==> config.mk <==
export PLATFORM = sky130hd
export DESIGN_NAME = alu_op_sequencer
export DESIGN_NICKNAME = d
export VERILOG_FILES = /design/src/rtl/alu_op_sequencer.sv
export SDC_FILE = /design/constraint.sdc
export NUM_CORES = 1
export LEC_CHECK = 0
export CAP_MARGIN = 20
export CORE_MARGIN = 2
export CORE_UTILIZATION = 51
export DETAILED_ROUTE_END_ITERATION = 6
export PLACE_DENSITY = 0.95
export SLEW_MARGIN = 20
export SYNTH_ARGS = -nofsm -noshare
export SYNTH_HDL_FRONTEND = slang
export SYNTH_SLANG_ARGS = --single-unit
==> constraint.sdc <==
create_clock -name clk -period 4.5 [get_ports clk]
set_input_delay 0.45 -clock clk [delete_from_list [all_inputs] [get_ports clk]]
set_output_delay 0.45 -clock clk [all_outputs]
set_load 0.01 [all_outputs]
==> src/rtl/alu_op_sequencer.sv <==
// Handshaked command front end for the 8-bit ALU: decodes opcode to one-hot strobes, holds operands, returns result.
// Optional ALU_SEQ_FLAGS_EN adds captured rsp_zero / rsp_neg outputs.
//
// state | meaning
// IDLE  | ready for a request, strobes low
// DRIVE | one strobe high, operands held, hold counter running
// RESP  | result captured, rsp_valid high until consumed
module alu_op_sequencer #(
   parameter int SETTLE_CYCLES = 1,
   parameter int SHIFT_CYCLES  = 2
) (
   input  logic       clk,
   input  logic       rst,
   input  logic       req_valid,
   output logic       req_ready,
   input  logic [2:0] req_op,
   input  logic [7:0] req_a,
   input  logic [7:0] req_b,
   input  logic       req_shift,
   output logic [7:0] alu_A,
   output logic [7:0] alu_B,
   output logic       alu_a,
   output logic       alu_s,
   output logic       alu_m,
   output logic       alu_sh,
   output logic       alu_o,
   output logic       alu_n,
   output logic       alu_x,
   output logic       alu_nan,
   output logic       alu_shift,
   input  logic [7:0] alu_O,
   input  logic       alu_Cout,
   output logic       rsp_valid,
   input  logic       rsp_ready,
   output logic [7:0] rsp_result,
   output logic       rsp_cout,
`ifdef ALU_SEQ_FLAGS_EN
   output logic       rsp_zero,
   output logic       rsp_neg,
`endif
   output logic [2:0] rsp_op
);

   localparam int CW      = 16;
   localparam int SETTLE_N = (SETTLE_CYCLES < 1) ? 1 : SETTLE_CYCLES;
   localparam int SHIFT_N  = (SHIFT_CYCLES < 1) ? 1 : SHIFT_CYCLES;
   localparam logic [CW-1:0] SETTLE_LD = CW'(SETTLE_N);
   localparam logic [CW-1:0] SHIFT_LD  = CW'(SHIFT_N);

   localparam logic [2:0] OP_ADD   = 3'd0;
   localparam logic [2:0] OP_SUB   = 3'd1;
   localparam logic [2:0] OP_SHIFT = 3'd3;

   typedef enum logic [1:0] {IDLE, DRIVE, RESP} state_t;

   state_t          state;
   logic [CW-1:0]   cnt;
   logic [2:0]      op_q;
   logic [7:0]      strobe;

   assign req_ready = (state == IDLE) && !rst;

   assign {alu_nan, alu_x, alu_n, alu_o, alu_sh, alu_m, alu_s, alu_a} = strobe;

   always_ff @(posedge clk) begin
      if (rst) begin
         state      <= IDLE;
         cnt        <= '0;
         op_q       <= '0;
         strobe     <= '0;
         alu_A      <= '0;
         alu_B      <= '0;
         alu_shift  <= 1'b0;
         rsp_valid  <= 1'b0;
         rsp_result <= '0;
         rsp_cout   <= 1'b0;
         rsp_op     <= '0;
`ifdef ALU_SEQ_FLAGS_EN
         rsp_zero   <= 1'b0;
         rsp_neg    <= 1'b0;
`endif
      end else begin
         case (state)
            IDLE: begin
               if (req_valid) begin
                  alu_A     <= req_a;
                  alu_B     <= req_b;
                  alu_shift <= req_shift;
                  op_q      <= req_op;
                  strobe    <= 8'b1 << req_op;
                  cnt       <= (req_op == OP_SHIFT) ? SHIFT_LD : SETTLE_LD;
                  state     <= DRIVE;
               end
            end
            DRIVE: begin
               // last hold cycle: ALU output has settled for the full window
               if (cnt == CW'(1)) begin
                  strobe     <= '0;
                  rsp_result <= alu_O;
                  rsp_cout   <= ((op_q == OP_ADD) || (op_q == OP_SUB)) && alu_Cout;
                  rsp_op     <= op_q;
                  rsp_valid  <= 1'b1;
`ifdef ALU_SEQ_FLAGS_EN
                  rsp_zero   <= (alu_O == 8'h00);
                  rsp_neg    <= alu_O[7];
`endif
                  state      <= RESP;
               end else begin
                  cnt <= cnt - CW'(1);
               end
            end
            RESP: begin
               if (rsp_ready) begin
                  rsp_valid <= 1'b0;
                  state     <= IDLE;
               end
            end
            default: state <= IDLE;
         endcase
      end
   end

endmodule

# Word-level counts from Yosys, hierarchy flattened
# Cells that the tools add are included.
[totals]
ff_bits = 59
output_inout_bits = 39
word_cells = 50
[classes]
add_sub_neg = 1
eq_ne = 9
n_shift = 1
mux = 14
n_reduce_logical = 14
[op_table]
columns = ["cell", "n"]
rows = [
  ["$mux W16", 2],
  ["$pmux W16 S2", 1],
  ["$eq A16 B1 Y1 const B", 1],
  ["$mux W8", 2],
  ["$pmux W8 S2", 1],
  ["$sub A16 B1 Y16 const B", 1],
  ["$reduce_and A3 Y1", 4],
  ["$mux W2", 4],
  ["$ne A2 B2 Y1 const B", 4],
  ["$shl A1 B3 Y8 const A", 1],
  ["$pmux W2 S3", 1],
  ["$reduce_and A2 Y1", 2],
  ["$reduce_bool A2 Y1", 2],
  ["$eq A3 B1 Y1 const B", 1],
  ["$eq A3 B2 Y1 const B", 1],
  ["$logic_not A3 Y1", 1],
  ["$eq A2 B1 Y1 const B", 1],
  ["$eq A2 B2 Y1 const B", 1],
  ["$logic_and A1 B1 Y1", 2],
  ["$logic_not A2 Y1", 1],
  ["$mux W1", 2],
  ["$pmux W1 S2", 1],
  ["$logic_not A1 Y1", 1],
  ["$logic_or A1 B1 Y1", 1],
]

# Logic depth before layout (Yosys ltp)
# Gate-level depths: netlist of the first run.
[depth]
depth_word = 4
depth_mapped = 8
ltp_nobuf = 6

# Worst setup path before layout of the first run
# Ideal clock, no wire load.
[synth_path]
kind = "in2reg"
start = "input port req_valid"
end = "register cnt[13]"
setup_ns = 0.060
arrival_ns = 1.635
required_time_ns = 4.440
slack_ns = 2.805
path_stages = 5
n_path_buf = 2
cell_sequence = "or3b_2 -> clkbuf_1 -> clkbuf_1 -> a2111o_1 -> nand2_1"
[synth_via]
elab_chain_len = 2
[synth_lines]
columns = ["element", "line_no", "source"]
rows = [
  ["start: declaration", "14", "input logic req_valid,"],
  ["$ne A2 B2 Y1 (no line)", "n/a", ""],
  ["$reduce_and A3 Y1 (no line)", "n/a", ""],
  ["end signal: assignment", "91", "cnt <= (req_op == OP_SHIFT) ? SHIFT_LD : SETTLE_LD;"],
  ["end signal: assignment", "109", "cnt <= cnt - CW'(1);"],
  ["end: declaration", "57", "logic [CW-1:0] cnt;"],
]
# Every way passes these cells.
# A chain may end at the register's enable or synchronous reset.

# Final worst setup path of the first run
[layout_path]
start = "register cnt[0]"
end = "register strobe[4]"
[layout_via]
elab_chain_len = 3
[layout_lines]
columns = ["element", "line_no", "source"]
rows = [
  ["$eq A16 B1 Y1", "97", "if (cnt == CW'(1)) begin"],
  ["$ne A2 B2 Y1 (no line)", "n/a", ""],
  ["$reduce_and A3 Y1 (no line)", "n/a", ""],
  ["end signal: assignment", "90", "strobe <= 8'b1 << req_op;"],
  ["end: declaration", "59", "logic [7:0] strobe;"],
]
# Every way passes these cells.

==> out/summary.md, run 1 <==
Across the VDD grid, the largest voltage drop is 0.0002512 V. During synthesis, Yosys emitted a total of 0 warnings. The post-route non-filler standard cell count is 439. Post-route clock skew: 0.009099 ns. The die is 74.45 um wide. The run gives 0.8990 as the routability congestion estimate from global placement. The adder and majority gate portion of the synthesized area works out to 0.9886%.

The standard cell area after detailed placement is 3258 um2, and the detailed-router iteration count before antenna repair is 4. Global-route layer with the greatest usage: met2. The tool flagged a number of max-cap violations equal to 0.

Cells with a size suffix above 1 make up 6.989% of the layout. The count of vias placed by the detailed router was 2536. Using the TritonRoute via totals, the vias-per-cell ratio works out to 5.777.

The synthesized netlist devotes 0% of its cell area to XOR and XNOR gates. The dominant combinational cell family by area after synthesis is simple AND/OR/NAND/NOR gates. The synthesized design spends more area on one cell type than any other, namely dfxtp_1.

The gate family responsible for the most delay along the worst path was simple AND/OR/NAND/NOR gates. Count of input and output buffers: 71. The first global-routing pass estimated 10870 um of wire. The worst setup path is launched from a flip-flop. Buffers inserted during clock tree synthesis total 9. Logic depth of the worst register-to-register path: 5.

In the post-synthesis netlist, the biggest area contributors are dfxtp_1, a21oi_1, nand2_1. The remaining antenna violation count came out at 0. The biggest cell delay along the critical path works out to 0.64 ns. The number of distinct library cells after synthesis is 43, and the total power is 1.465 mW.

For this design, the slowest cell found on the critical path is nor2_1. Global routing consumed, on the met3 layer, 7.724% of the routing resources. In this run the power density over the cells is 424.7 nW/um2.

Final hold analysis gives a worst-case slack of 0.4583 ns. For the via count of the first global-routing pass, the log shows 2422. The worst register-to-register path begins at cnt[0]. The number of antenna diodes in the final layout is 0.

The aggregate negative setup slack was 0 ns. For this run, global-route usage on met1 was measured as 31.40%. For this design the static power due to leakage is 1.226 nW. For the count of endpoints failing setup in the final report, the log shows 0.

The fraction of met2 tracks used by global routing is 40.41%. Top flip-flop cell by instance count after synthesis: dfxtp_1. For this design the top-level I/O count stands at 72. The tools report the critical path capture point type as a flip-flop. Summed over all layers, the routed wires come to 6667 um. The maximum net fanout on the critical path was 13.

Traced cell by cell, the critical path runs through ha_1 > or3b_2 > nor2_1 > nand2_1 > a32o_1. The tools report the origin of the worst setup path as cnt[0]. Averaged over all synthesized cells, the footprint is 8.326 um2. The tightest min-delay check is of the flip-flop to flip-flop type.

Placed wire-length estimate after detailed placement: 4551 um. Timing would allow up to 387.8 MHz. The tools report the capture instance of the worst register-to-register path as strobe[4]. The post-detailed-route wirelength per cell was 15.19 um; the proportion of netlist area held by the largest area contributor was 46.66%.

The number of gates resized after CTS was 0. For the worst setup path, the data required time is 4.74 ns. TritonCTS built the clock tree. Leaving out fill and tap cells, the most frequent cells in the layout are clkdlybuf4s50_1, dfxtp_1, nand2_1, a21oi_1, nand3_1. The multiplexer share of the synthesized area was 0.3955%; the pin count of the biggest net entering global routing was 33. The slew at the pin closest to its max-slew limit was 1.022 ns.

The later pin in the worst-skew pair is clocked with a latency of 0.34 ns. Post-CTS timing repair inserted 0 buffers for setup. The routed design could run at a clock period as short as 2.578 ns. The tree built by TritonCTS fans out to 59 sinks.

The number of enable flip-flop cells after synthesis came out at 0. The number of H-tree levels was 3; the post-placement cell count was 423. The synthesized design contains 59 register bits. The endpoint arrival time on the critical path was 2.81 ns; the total count of hold-check failures in the final report was 0. The logs give 2 for the largest buffer count on any clock path and 339 for the number of nets produced by synthesis. The die height is 74.45 um.

After global routing the overflow that remains totals 0. In this run the cell area of the synthesized design comes to 2531 um2. For this run, design rule violations remaining after detail routing come to 0.

Dividing the final minimum period by the clock period gives 57.30%. Relative to the synthesized area, the layout overhead comes to 36.23%. The logs give 25.69% for the global-route usage over all layers and 0 for the number of hold-repair buffers added at the cts stage.

For this configuration, the core starts out at a cell density of 53.24%. The instance count along the most critical hold path works out to 2. The category of the critical setup timing path was flip-flop to flip-flop. The number of pins exceeding their max-slew limit in the final report is 0, and the fraction of the mapped netlist area in compound gates is 21.40%. Counting both buffers and inverters, the worst setup path holds a total of 0.

The initialized floorplan defines 25 standard-cell rows. Synthesis produced 304 cells. The run gives 0 as the initial antenna violation count. The run finished with clean final reports. The region available for standard cell placement spans 4755 um2. The detailed router finished its first iteration with 242 violations. Sequential elements use 46.66% of the synthesized area. The register-to-register setup slack is 1.92 ns. The final layout contains 402 nets.

The post-synthesis share of cell area spent on and, or, nand and nor gates is 26.50%, and the area enclosed by the die boundary is 5543 um2. The async set-or-reset flop fraction in the synthesized netlist is 0%. Most common cell after layout, fill and taps aside: clkdlybuf4s50_1. The finished cells cover 3448 um2. The root buffer cell chosen for the clock tree is clkbuf_8.

For hold timing, the worst endpoint is alu_shift. The worst hold path begins at alu_shift. Measured against its own limit, the worst slew margin works out to 31.57%. The clock-pin slew of the registers on the worst-case setup and hold paths works out to 0.07 ns. Setup repair after global routing left no endpoint under its margin.
-- state kept, by name, summed over array words and instances (netlist names) --
register,count
alu_B,8
strobe,8
op_q,3
rsp_cout,1
alu_shift,1
rsp_valid,1
rsp_op,3
state,2
rsp_result,8
cnt,16
alu_A,8
-- worst reg2reg max path, stage by stage, from the launching register on --
cell and delay, ns:
dfxtp_1 0.39, ha_1 0.20, or3b_2 0.47, nor2_1 0.64, nand2_1 0.40, a32o_1 0.36
-- cell type report --
| class | instances | area, um2 |
|---|---|---|
| Multi-Input combinational cell | 220 | 1252 |
| Tap cell | 67 | 83.83 |
| Inverter | 4 | 15.01 |
| Sequential cell | 59 | 1181 |
| Fill cell | 369 | 1306 |
| Timing Repair Buffer | 73 | 725.7 |
| Clock inverter | 3 | 21.27 |
| Clock buffer | 13 | 168.9 |
-- Yosys cell counts (2+ instances only) --
cell type  count
nand3b_1       2
a41o_1         2
a32o_1         3
o41ai_1        3
a2111o_1       2
nor2_1        11
nor2b_1        3
o31ai_1        5
clkbuf_1      16
o2111ai_1      2
nor3_1         3
o21ai_0       20
and4_1         2
inv_1          3
nor4_1         2
or4_1          6
ha_1           2
nand3_1       22
or3b_2         3
a21oi_1       46
or4b_1         2
or3_1          7
dfxtp_1       59
and3_1         2
nor3b_1        3
nand4_1        2
buf_2          4
nand2_1       52
-- layer usage --
layer  vias to the layer above  share of wire [%]
met1                      1185                 41
met5                         -                  0
li1                       1238                  -
met3                        16                7.8
met4                         0                2.2
met2                        97                 49
-- metrics by stage --
stage | setup slack [ns] | util [%]
after floorplan | 2.805 | -
after global placement | 1.964 | 68.53
after detailed placement | 1.864 | 68.53
after CTS | 1.950 | 72.53
after global routing | 1.737 | 72.53
final | 1.922 | 72.53
-- power breakdown --
group	total, mW	switching [mW]	internal [mW]
clock	0.453	0.209	0.245
combinational	0.395	0.232	0.163
sequential	0.616	0.0472	0.569
-- worst max path at each step --
stage	to	slack [ns]	cells past startpoint
CTS	strobe[4]	1.95	5
global placement	cnt[15]	1.96	5
global route	strobe[4]	1.74	5
detailed placement	cnt[15]	1.86	5
finish	strobe[4]	1.92	5
floorplan	cnt[13]	2.81	5
-- cell families (layout without fill, tap and decap cells) --
logic type | Yosys count | in the layout
compound gates | 90 | 90
buf+inv | 25 | 93
mux | 1 | 1
simple gates | 127 | 127
flops | 59 | 59
fa+ha+maj | 2 | 2
Note: power is estimated with default switching activity, not from simulation.
==> run 2: changes to the inputs <==
- CORE_UTILIZATION: 51 -> 47
- PLACE_DENSITY: 0.95 -> 0.89
- clock period: 4.5 -> 2.6 ns (I/O delays scaled with it)
==> run 2 against run 1 <==
Compared with the run above: count of clock-buffer cells in the layout decreased by 1; flip-flop and latch count stayed put; clock skew fell by 0.0029 ns; die area up 8.0%; sequential share of layout area decreased by 0.91 points; wire length increased by 3.3%; via count increased by 0.91%; sequential power is 74% higher; utilization fell by 3.6 points; non-clock buffer count increased by 7; clock power rose by 110%.
==> out/summary.md, run 2 (synthesized netlist as in run 1, its figures left out) <==
The post-detailed-route wirelength per cell is 15.34 um (+1.0%), and the number of rows in the core area is 26 (+4.0%). The detailed-router iteration count before antenna repair is 4 (unchanged). The power per cell area is 775.8 nW/um2 (+83%), and the post-CTS setup buffer count is 0 (unchanged). The global-route usage over all layers was 23.83% (-1.9 points); the clock-pin slew of the registers on the worst-case setup and hold paths was 0.07 ns (about the same).

Gate family responsible for the most delay along the worst path: simple AND/OR/NAND/NOR gates. Max-cap violation count: 0 (unchanged). The proportion of layout cells with a drive suffix above 1 was 8.707% (+1.7 points).

Setup repair after global routing left no endpoint under its margin. The number of hold-repair buffers added at the cts stage was 0 (unchanged). The number of flip-flops in the largest register works out to 16 (unchanged). The tools report the post-route clock skew as 0.006153 ns (-0.002946 ns). The number of vias per cell works out to 5.699 (-1.3%).

The pin count of the biggest net entering global routing is 35 (+6.1%). Number of clock sinks: 59 (unchanged). The logs give 417 (+13%) for the final-layout fill cell count and 0.4511 ns (-0.007243 ns) for the worst hold slack after final layout. The slew at the pin closest to its max-slew limit was 0.5899 ns (-0.4320 ns); the placeable core region was 5140 um2 (+8.1%). For the worst-skew pair later-pin latency, the log shows 0.34 ns (about the same). In the layout the commonest cells are clkdlybuf4s50_1, dfxtp_1, nand2_1, a21oi_1, nand3_1. The tools report the post-route standard cell area excluding fillers as 3542 um2 (+2.7%).

For the via count of the first global-routing pass, the log shows 2412 (-0.41%). The logs give 49.25% (-4.0 points) for the effective utilization at floorplan and 2559 (+0.91%) for the count of vias placed by the detailed router. The flow ran to the end, and the final reports show no timing, DRC or antenna violations. The run gives 0 (unchanged) as the remaining antenna violation count.

The final routed DRC violation total was 0 (unchanged); the post-route fraction of the period consumed by the critical path was 75.24% (+18 points). The post-synthesis to final-layout area growth is 39.94%. The critical path goes through inv_1 > ha_1 > nor3b_1 > and4_1 > or4_1 > a21oi_1. The count of input and output buffers is 71 (unchanged), and the initial antenna violation count is 0 (unchanged).

The iteration-0 DRC count of the detailed router was 306 (+26%); the die height was 77.39 um (+3.9%). The sum of buffers and inverters on the critical path works out to 1 (+1). For the overall routed net length, the log shows 6889 um (+3.3%).

For the required arrival time at the worst endpoint, the log shows 2.86 ns (-1.88 ns). The horizontal extent of the die was 77.39 um (+3.9%). The number of diodes added for antenna fixing was 0 (unchanged); the total power was 2.748 mW (+88%). The largest buffer count on any clock path came out at 2 (unchanged). The number of pins exceeding their max-slew limit in the final report is 0 (unchanged). The number of buffers created by CTS was 9 (unchanged). By startpoint and endpoint, the worst setup path is classified as flip-flop to flip-flop. The remaining global-route overflow is 0 (unchanged), and the post-cts gate resize count is 0 (unchanged). The run gives 0 (unchanged) as the count of endpoints failing setup in the final report.

For this design, the slowest cell found on the critical path is or4_1. For the boundary pin count, the log shows 72 (unchanged). TritonCTS built the clock tree.

The aggregate negative setup slack was 0 ns (unchanged). The library cell used most frequently in the layout, excluding fill and tap cells, is clkdlybuf4s50_1. The tools report the placed wire-length estimate after detailed placement as 4675 um (+2.7%).

Maximum operating frequency: 511.2 MHz (+32%). For the number of H-tree levels, the log shows 3 (unchanged). The static power due to leakage came out at 1.276 nW (+4.1%).

The run gives 68.91% (-3.6 points) as the final core area utilization. Maximum ir drop on the vdd rail: 0.0005028 V (+100%). The tree is rooted in a clkbuf_8.

The maximum net fanout on the critical path is 20 (+7). The total count of hold-check failures in the final report was 0 (unchanged). The path class of the tightest hold or removal check is flip-flop to flip-flop. The worst setup path is captured at a flip-flop.

The post-layout minimum cycle time was 1.956 ns (-0.6221 ns). The routability congestion estimate from global placement is 0.8559 (-4.8%), and the max-slew headroom at the worst pin is 60.67% (+29 points). The area enclosed by the die boundary is 5988 um2 (+8.0%), and the global-route wire length before repair is 11340 um (+4.4%).

The logs give 409 (+1.7%) for the count of nets after finishing and 2.22 ns (-0.59 ns) for the endpoint arrival time on the critical path. The biggest cell delay along the critical path came out at 0.56 ns (-0.08 ns). STA classifies the critical path startpoint as a flip-flop.

The standard cell area after detailed placement was 3314 um2 (+1.7%). The register with the most flip-flops in the final layout is cnt.
run 2: final cells by class:
class	count	area (um2)	share of cell area [%]
clock buffer	12	155.1	4.380
clock inverter	4	72.57	2.049
inverter	4	15.01	0.4239
multi-input combinational	220	1252	35.36
sequential	59	1181	33.35
tap	70	87.58	2.473
timing repair buffer	80	778.2	21.97
run 2: stage by stage:
step / setup WS (ns) / cells
after global routing: 0.4398 / 449
final: 0.6438 / 449
after detailed placement: 0.5804 / 433
after floorplan: 0.9136 / 304
after CTS: 0.6681 / 449
after global placement: 0.5993 / 433
run 2: power by group:
group          total (mW)  internal, mW  switching, mW  leakage, nW
registers            1.07         0.985         0.0842        0.481
logic               0.726         0.311          0.414        0.683
clock network       0.953         0.591          0.363        0.113
run 2: per-layer routing:
layer,share of wire [%],global-route usage [%]
met1,42,30.77
met2,48,37.30
met3,8.6,6.279
met4,1.8,11.07
met5,0,0
run 2: final timing paths:
kind / cells past startpoint / end / startpoint / slack [ns]
worst max-delay path: 6 / cnt[5] / cnt[1] / 0.64
worst min-delay path: 2 / rsp_valid / rsp_valid / 0.45
worst max register to register: 6 / cnt[5] / cnt[1] / 0.64
worst min register to register: 2 / rsp_valid / rsp_valid / 0.45
run 2: worst reg2reg max path, stage by stage (launching register included):
cell and delay [ns]:
dfxtp_1 0.35, inv_1 0.07, ha_1 0.21, nor3b_1 0.16
and4_1 0.37, or4_1 0.56, a21oi_1 0.16
==> run 3: changes to the inputs <==
- CORE_UTILIZATION: 47 -> 43
- PLACE_DENSITY: 0.89 -> 0.86
- clock period: 2.6 -> 1.7 ns (I/O delays scaled with it)
==> run 3 against run 2 <==
Compared with the run above: the run now ends with negative setup slack left; sequential share of layout area down 3.2 points; critical path depth is 3 higher; global-route usage is 0.26 points higher; register-to-register slack got worse by 0.74 ns; flip-flop and latch count stayed put; wire length grew 22%; final cell count rose by 7.6%; worst setup slack got worse by 0.74 ns; utilization grew 1.3 points; count of clock-buffer cells in the layout up 1; critical path type unchanged; critical endpoint is now cnt[14]; largest power group unchanged.
==> out/summary.md, run 3 (synthesized netlist as in run 1, its figures left out) <==
TritonCTS built the clock tree. The run gives 483 (+7.6%) as the post-route non-filler standard cell count. Number of flip-flops in the largest register: 16 (unchanged). By instance count, the cell type seen most on the critical path is buf_6.

The power per cell area is 1185 nW/um2 (+53%), and the number of clock sinks is 59 (unchanged). In the layout the commonest cells are clkdlybuf4s50_1, dfxtp_1, nand2_1, a21oi_1, buf_4. Post-detailed-route wirelength per cell: 17.39 um (+13%).

The count of input and output buffers is 71 (unchanged). The worst hold slack after final layout is 0.3642 ns (-0.08683 ns). The post-route fraction of the period consumed by the critical path is 105.5% (+30 points). The worst setup path is of the flip-flop to flip-flop kind. The slowest stage of the critical path belongs to the cell or3b_4.

The post-placement cell count was 462 (+6.7%); the sum of buffers and inverters on the critical path was 4 (+3). The instance count along the most critical hold path came out at 3 (+1). The slew at the pin closest to its max-slew limit came out at 0.4634 ns (-0.1265 ns).

The number of rows in the core area came out at 27 (+3.8%). The critical path goes through inv_2 > ha_4 > buf_6 > or3b_4 > o21ai_4 > buf_6 > buf_6 > o2111ai_4 > nand2_1. The maximum operating frequency was 557.5 MHz (+9.1%). The number of H-tree levels came out at 3 (unchanged). The global-route wire length before repair is 12120 um (+6.8%), and the number of diodes added for antenna fixing is 0 (unchanged). The tools report the max-cap violation count as 0 (unchanged). Start point of the worst hold path: req_a[7].

The tools report the critical register-to-register path startpoint as cnt[1]. The clock-pin slew of the registers on the worst-case setup and hold paths was 0.07 ns (about the same); the post-placement setup slack was -0.2374 ns (-0.8178 ns). The placed wire-length estimate after detailed placement is 5032 um (+7.6%), and the final core area utilization is 70.24% (+1.3 points). The flow ran to the end, but the final reports show violations.

The die height is 80.73 um (+4.3%). Setup repair after global routing could not meet its margin everywhere. The max-slew headroom at the worst pin came out at 69.06% (+8.4 points). The tools report the remaining global-route overflow as 0 (unchanged).

Detailed-router iteration count before antenna repair: 5 (+1). The logs give -0.09369 ns (-0.7375 ns) for the minimum setup slack in the final design and 0.35 ns (about the same) for the worst-skew pair later-pin latency. The run gives 0 (unchanged) as the final routed DRC violation total.

Class of the worst hold path: primary input to flip-flop. The aggregate negative setup slack was -0.3248 ns (-0.3248 ns). The tools report the boundary pin count as 72 (unchanged). The CTS root buffer is clkbuf_8. Number of pins exceeding their max-slew limit in the final report: 0 (unchanged).

The proportion of layout cells with a drive suffix above 1 came out at 21.41% (+13 points). The run gives 6517 um2 (+8.8%) as the area enclosed by the die boundary. The tools report the iteration-0 DRC count of the detailed router as 360 (+18%). The post-layout minimum cycle time works out to 1.794 ns (-0.1625 ns).

The pin count of the biggest net entering global routing was 26 (-26%). The tools report the global-route usage over all layers as 24.10% (+0.26 points). The critical path capture point type is a flip-flop. The post-route clock skew is 0.008335 ns (+0.002182 ns), and the total count of hold-check failures in the final report is 0 (unchanged).

The biggest cell delay along the critical path came out at 0.42 ns (-0.14 ns). The gate family responsible for the most delay along the worst path was simple AND/OR/NAND/NOR gates. For the count of vias placed by the detailed router, the log shows 2834 (+11%). The run gives 0 (unchanged) as the number of hold-repair buffers added at the cts stage. Counting flops per register, the top entry is cnt. The logs give 5608 um2 (+9.1%) for the placeable core region and 1.99 ns (-0.87 ns) for the required arrival time at the worst endpoint. The maximum net fanout on the critical path was 7 (-65%). Capture instance of the worst register-to-register path: cnt[14]. The largest buffer count on any clock path was 2 (unchanged); the remaining antenna violation count was 0 (unchanged).

The post-synthesis to final-layout area growth is 55.61%, and the horizontal extent of the die is 80.73 um (+4.3%). The count of endpoints failing setup in the final report is 12 (+12). The run gives 0 (unchanged) as the initial antenna violation count. The run gives 2593 (+7.5%) as the via count of the first global-routing pass. The tools report the overall routed net length as 8397 um (+22%). The static power due to leakage was 1.467 nW (+15%); the count of nets after finishing was 441 (+7.8%).

The element type at the critical path start was a flip-flop. The path with the worst hold slack has its endpoint at alu_A[7]. Most common cell after layout, fill and taps aside: clkdlybuf4s50_1.

The logic depth of the worst register-to-register path is 9 (+3), and the number of buffers created by CTS is 9 (unchanged). Maximum ir drop on the vdd rail: 0.0005472 V (+8.8%). Number of vias per cell: 5.867 (+3.0%). For the register-to-register setup slack, the log shows -0.09 ns (-0.74 ns). The final reports fail on negative setup slack. For the routability congestion estimate from global placement, the log shows 0.8795 (+2.8%). The tools report the endpoint arrival time on the critical path as 2.08 ns (-0.14 ns).

Effective utilization at floorplan: 45.14% (-4.1 points).
==> run 3: area by class of cell <==
cell class | instances | area [um2]
clock buffers | 13 | 168.9
clock inverters | 3 | 45.04
fillers | 419 | 1669
inverters | 4 | 15.01
multi-input cells | 221 | 1383
flip-flops and latches | 59 | 1189
well taps | 72 | 90.09
repair buffers | 111 | 1049
==> run 3: repair_timing <==
item	in CTS	in global routing
pin swaps	4	9
endpoints found under the hold margin	0	0
endpoints found under the setup margin	35	40
gates resized for setup	13	35
buffers inserted	1	3
gates cloned	0	1
==> run 3: worst max-delay path by stage <==
| stage | start | endpoint | slack [ns] | cells past startpoint |
|---|---|---|---|---|
| 3_3_place_gp | req_valid | strobe[3] | -0.17 | 5 |
| 6_report | cnt[1] | cnt[14] | -0.09 | 9 |
| 2_1_floorplan | cnt[0] | strobe[5] | 0.01 | 5 |
| 4_1_cts | cnt[1] | cnt[14] | 0.007 | 9 |
| 3_5_place_dp | req_valid | strobe[3] | -0.24 | 5 |
| 5_1_grt | cnt[14] | cnt[9] | -0.16 | 4 |
==> run 3: stage by stage <==
step	power, mW	area (um2)
finish	4.667	3939
global route	4.848	3939
CTS	4.384	3797
detailed placement	2.962	3532
global placement	2.907	3532
floorplan	2.347	2531
==> run 3: worst reg2reg max path, cell delays in order (launching register included) <==
cell and delay (ns):
dfxtp_2 0.33, inv_2 0.08, ha_4 0.14, buf_6 0.09, or3b_4 0.42, o21ai_4 0.20
buf_6 0.16, buf_6 0.11, o2111ai_4 0.11, nand2_1 0.11
==> run 3: power breakdown <==
part,internal [mW],switching [mW]
combinational,0.781,0.873
sequential,1.51,0.144
clock,0.797,0.562
==> run 3: metal layers <==
metal	track usage, %	part of all wire (%)	vias up
met4	13.22	3.8	0
met5	0	0	-
met1	30.43	40	1339
met3	5.506	7.3	32
li1	-	-	1318
met2	38.08	49	145
==> edit, RTL diff (flow settings as in run 3) <==
Encoding of `state_t`: now one-hot (3 bits for 3 states).
--- a/src/rtl/alu_op_sequencer.sv
+++ b/src/rtl/alu_op_sequencer.sv
@@ -52,5 +52,5 @@
    localparam logic [2:0] OP_SHIFT = 3'd3;
 
-   typedef enum logic [1:0] {IDLE, DRIVE, RESP} state_t;
+   typedef enum logic [2:0] {IDLE = 3'b001, DRIVE = 3'b010, RESP = 3'b100} state_t;
 
    state_t          state;
Function: no difference found for any inputs over 10 cycles, from zero or initial values and one cycle with rst high; not proved beyond that.
==> edit against run 3 <==
- the flow still finishes with violations (setup timing)
- setup slack worse by 0.29 ns
- final cell count is 4.8% higher
- sequential cell count is 1 higher
- synthesized area is 1.1% higher
- clock power is 29% higher
- final area is 8.1% higher
- synthesized cell count is 0.33% higher
- combinational power is 44% lower
- critical path depth is 5 lower
- die area is 1.0% higher
- total power is 10% lower
- routed wire length is 5.8% higher
- critical path type unchanged
- highest routed layer unchanged
==> edit: results (changes against run 3) <==
stage,metric,value,unit,change
status,status,"finished, violations left",,
status,violations,setup timing,,
finish,multi_input_area_share,33.9,%,-1.2 points
placed_design,post-dp-hpwl,5250,um,+4.3%
pwr,fin_total_pwr,0.00418,W,-10%
placed_design,place_area,3670,um^2,+4.0%
global_routing,use_met2,47.9,%,+9.9 points
routing,wl_met2,4610,um,+11%
setup_path,reg2reg_from,cnt[5]$_SDFFE_PP0P_,,
finish,finalNonFillerCells,506,,+4.8%
logic_synthesis,syn_area_per_cell,8.39,um^2,+0.76%
finish,seq_share,28.3,%,-1.9 points
setup_path,max_stage_delay,0.64,ns,+0.22 ns
logic_synthesis,synth_fa_ha_area_share,0.978,%,-0.011 points
logic_synthesis,synth_nets,340,,+0.29%
placed_design,dp_cells,477,,+3.2%
setup_path,timing.rr.end,strobe[5]$_SDFFE_PP0P_,,
finish,fin_nets,461,,+4.5%
setup_path,crit_slowest_cell,or4_4,,
global_routing,grt_start_max_net_pins,51,,+96%
finish,n_fill_cell,385,,-8.1%
timing,setup_viol,39,,+27
setup_path,crit_path_max_fanout,8,,+1
clock_tree,cts_resized,37,,+24
global_routing,met3_usage,7.78,%,+2.3 points
global_routing,grt.met1_usage,28.9,%,-1.5 points
finish,final-clk-cell-share,6.35,%,+0.92 points
placed_design,pre_cts_ws,-0.346,ns,-0.109 ns
timing,fin_ws,-0.382,ns,-0.289 ns
finish,buf_share,28.9,%,+2.2 points
setup_path,arrival,2.30,ns,+0.22 ns
pwr,switching_share,26.6,%,-7.2 points
routing,num_vias,2888,,+1.9%
finish,buffers,132,,+19%
timing,finalSetupTns,-11.85,ns,-11.52 ns
logic_synthesis,synth_area_leaders,"dfxtp_1 47%, nand2_1 8.7%, a21oi_1 8.4%",,
edit: changes by cell type after synthesis, sizes merged, moves of 4 or more:
cell / before / now
or4: 6 / 14
mux2i: 1 / 6
nand3: 22 / 16
nand2: 52 / 59
o32ai: 0 / 4
edit: worst max path at each step:
stage                          from                endpoint  slack, ns  depth (start not counted)
6_report        cnt[5]$_SDFFE_PP0P_  strobe[5]$_SDFFE_PP0P_      -0.38                          4
5_1_grt         cnt[5]$_SDFFE_PP0P_  strobe[5]$_SDFFE_PP0P_      -0.42                          4
4_1_cts         cnt[5]$_SDFFE_PP0P_   rsp_cout$_SDFFE_PP0P_      -0.34                          5
3_5_place_dp   cnt[10]$_SDFFE_PP0P_    cnt[14]$_SDFFE_PP0P_      -0.35                          4
3_3_place_gp    cnt[5]$_SDFFE_PP0P_    cnt[10]$_SDFFE_PP0P_      -0.29                          5
2_1_floorplan   cnt[5]$_SDFFE_PP0P_   rsp_cout$_SDFFE_PP0P_      -0.26                          6
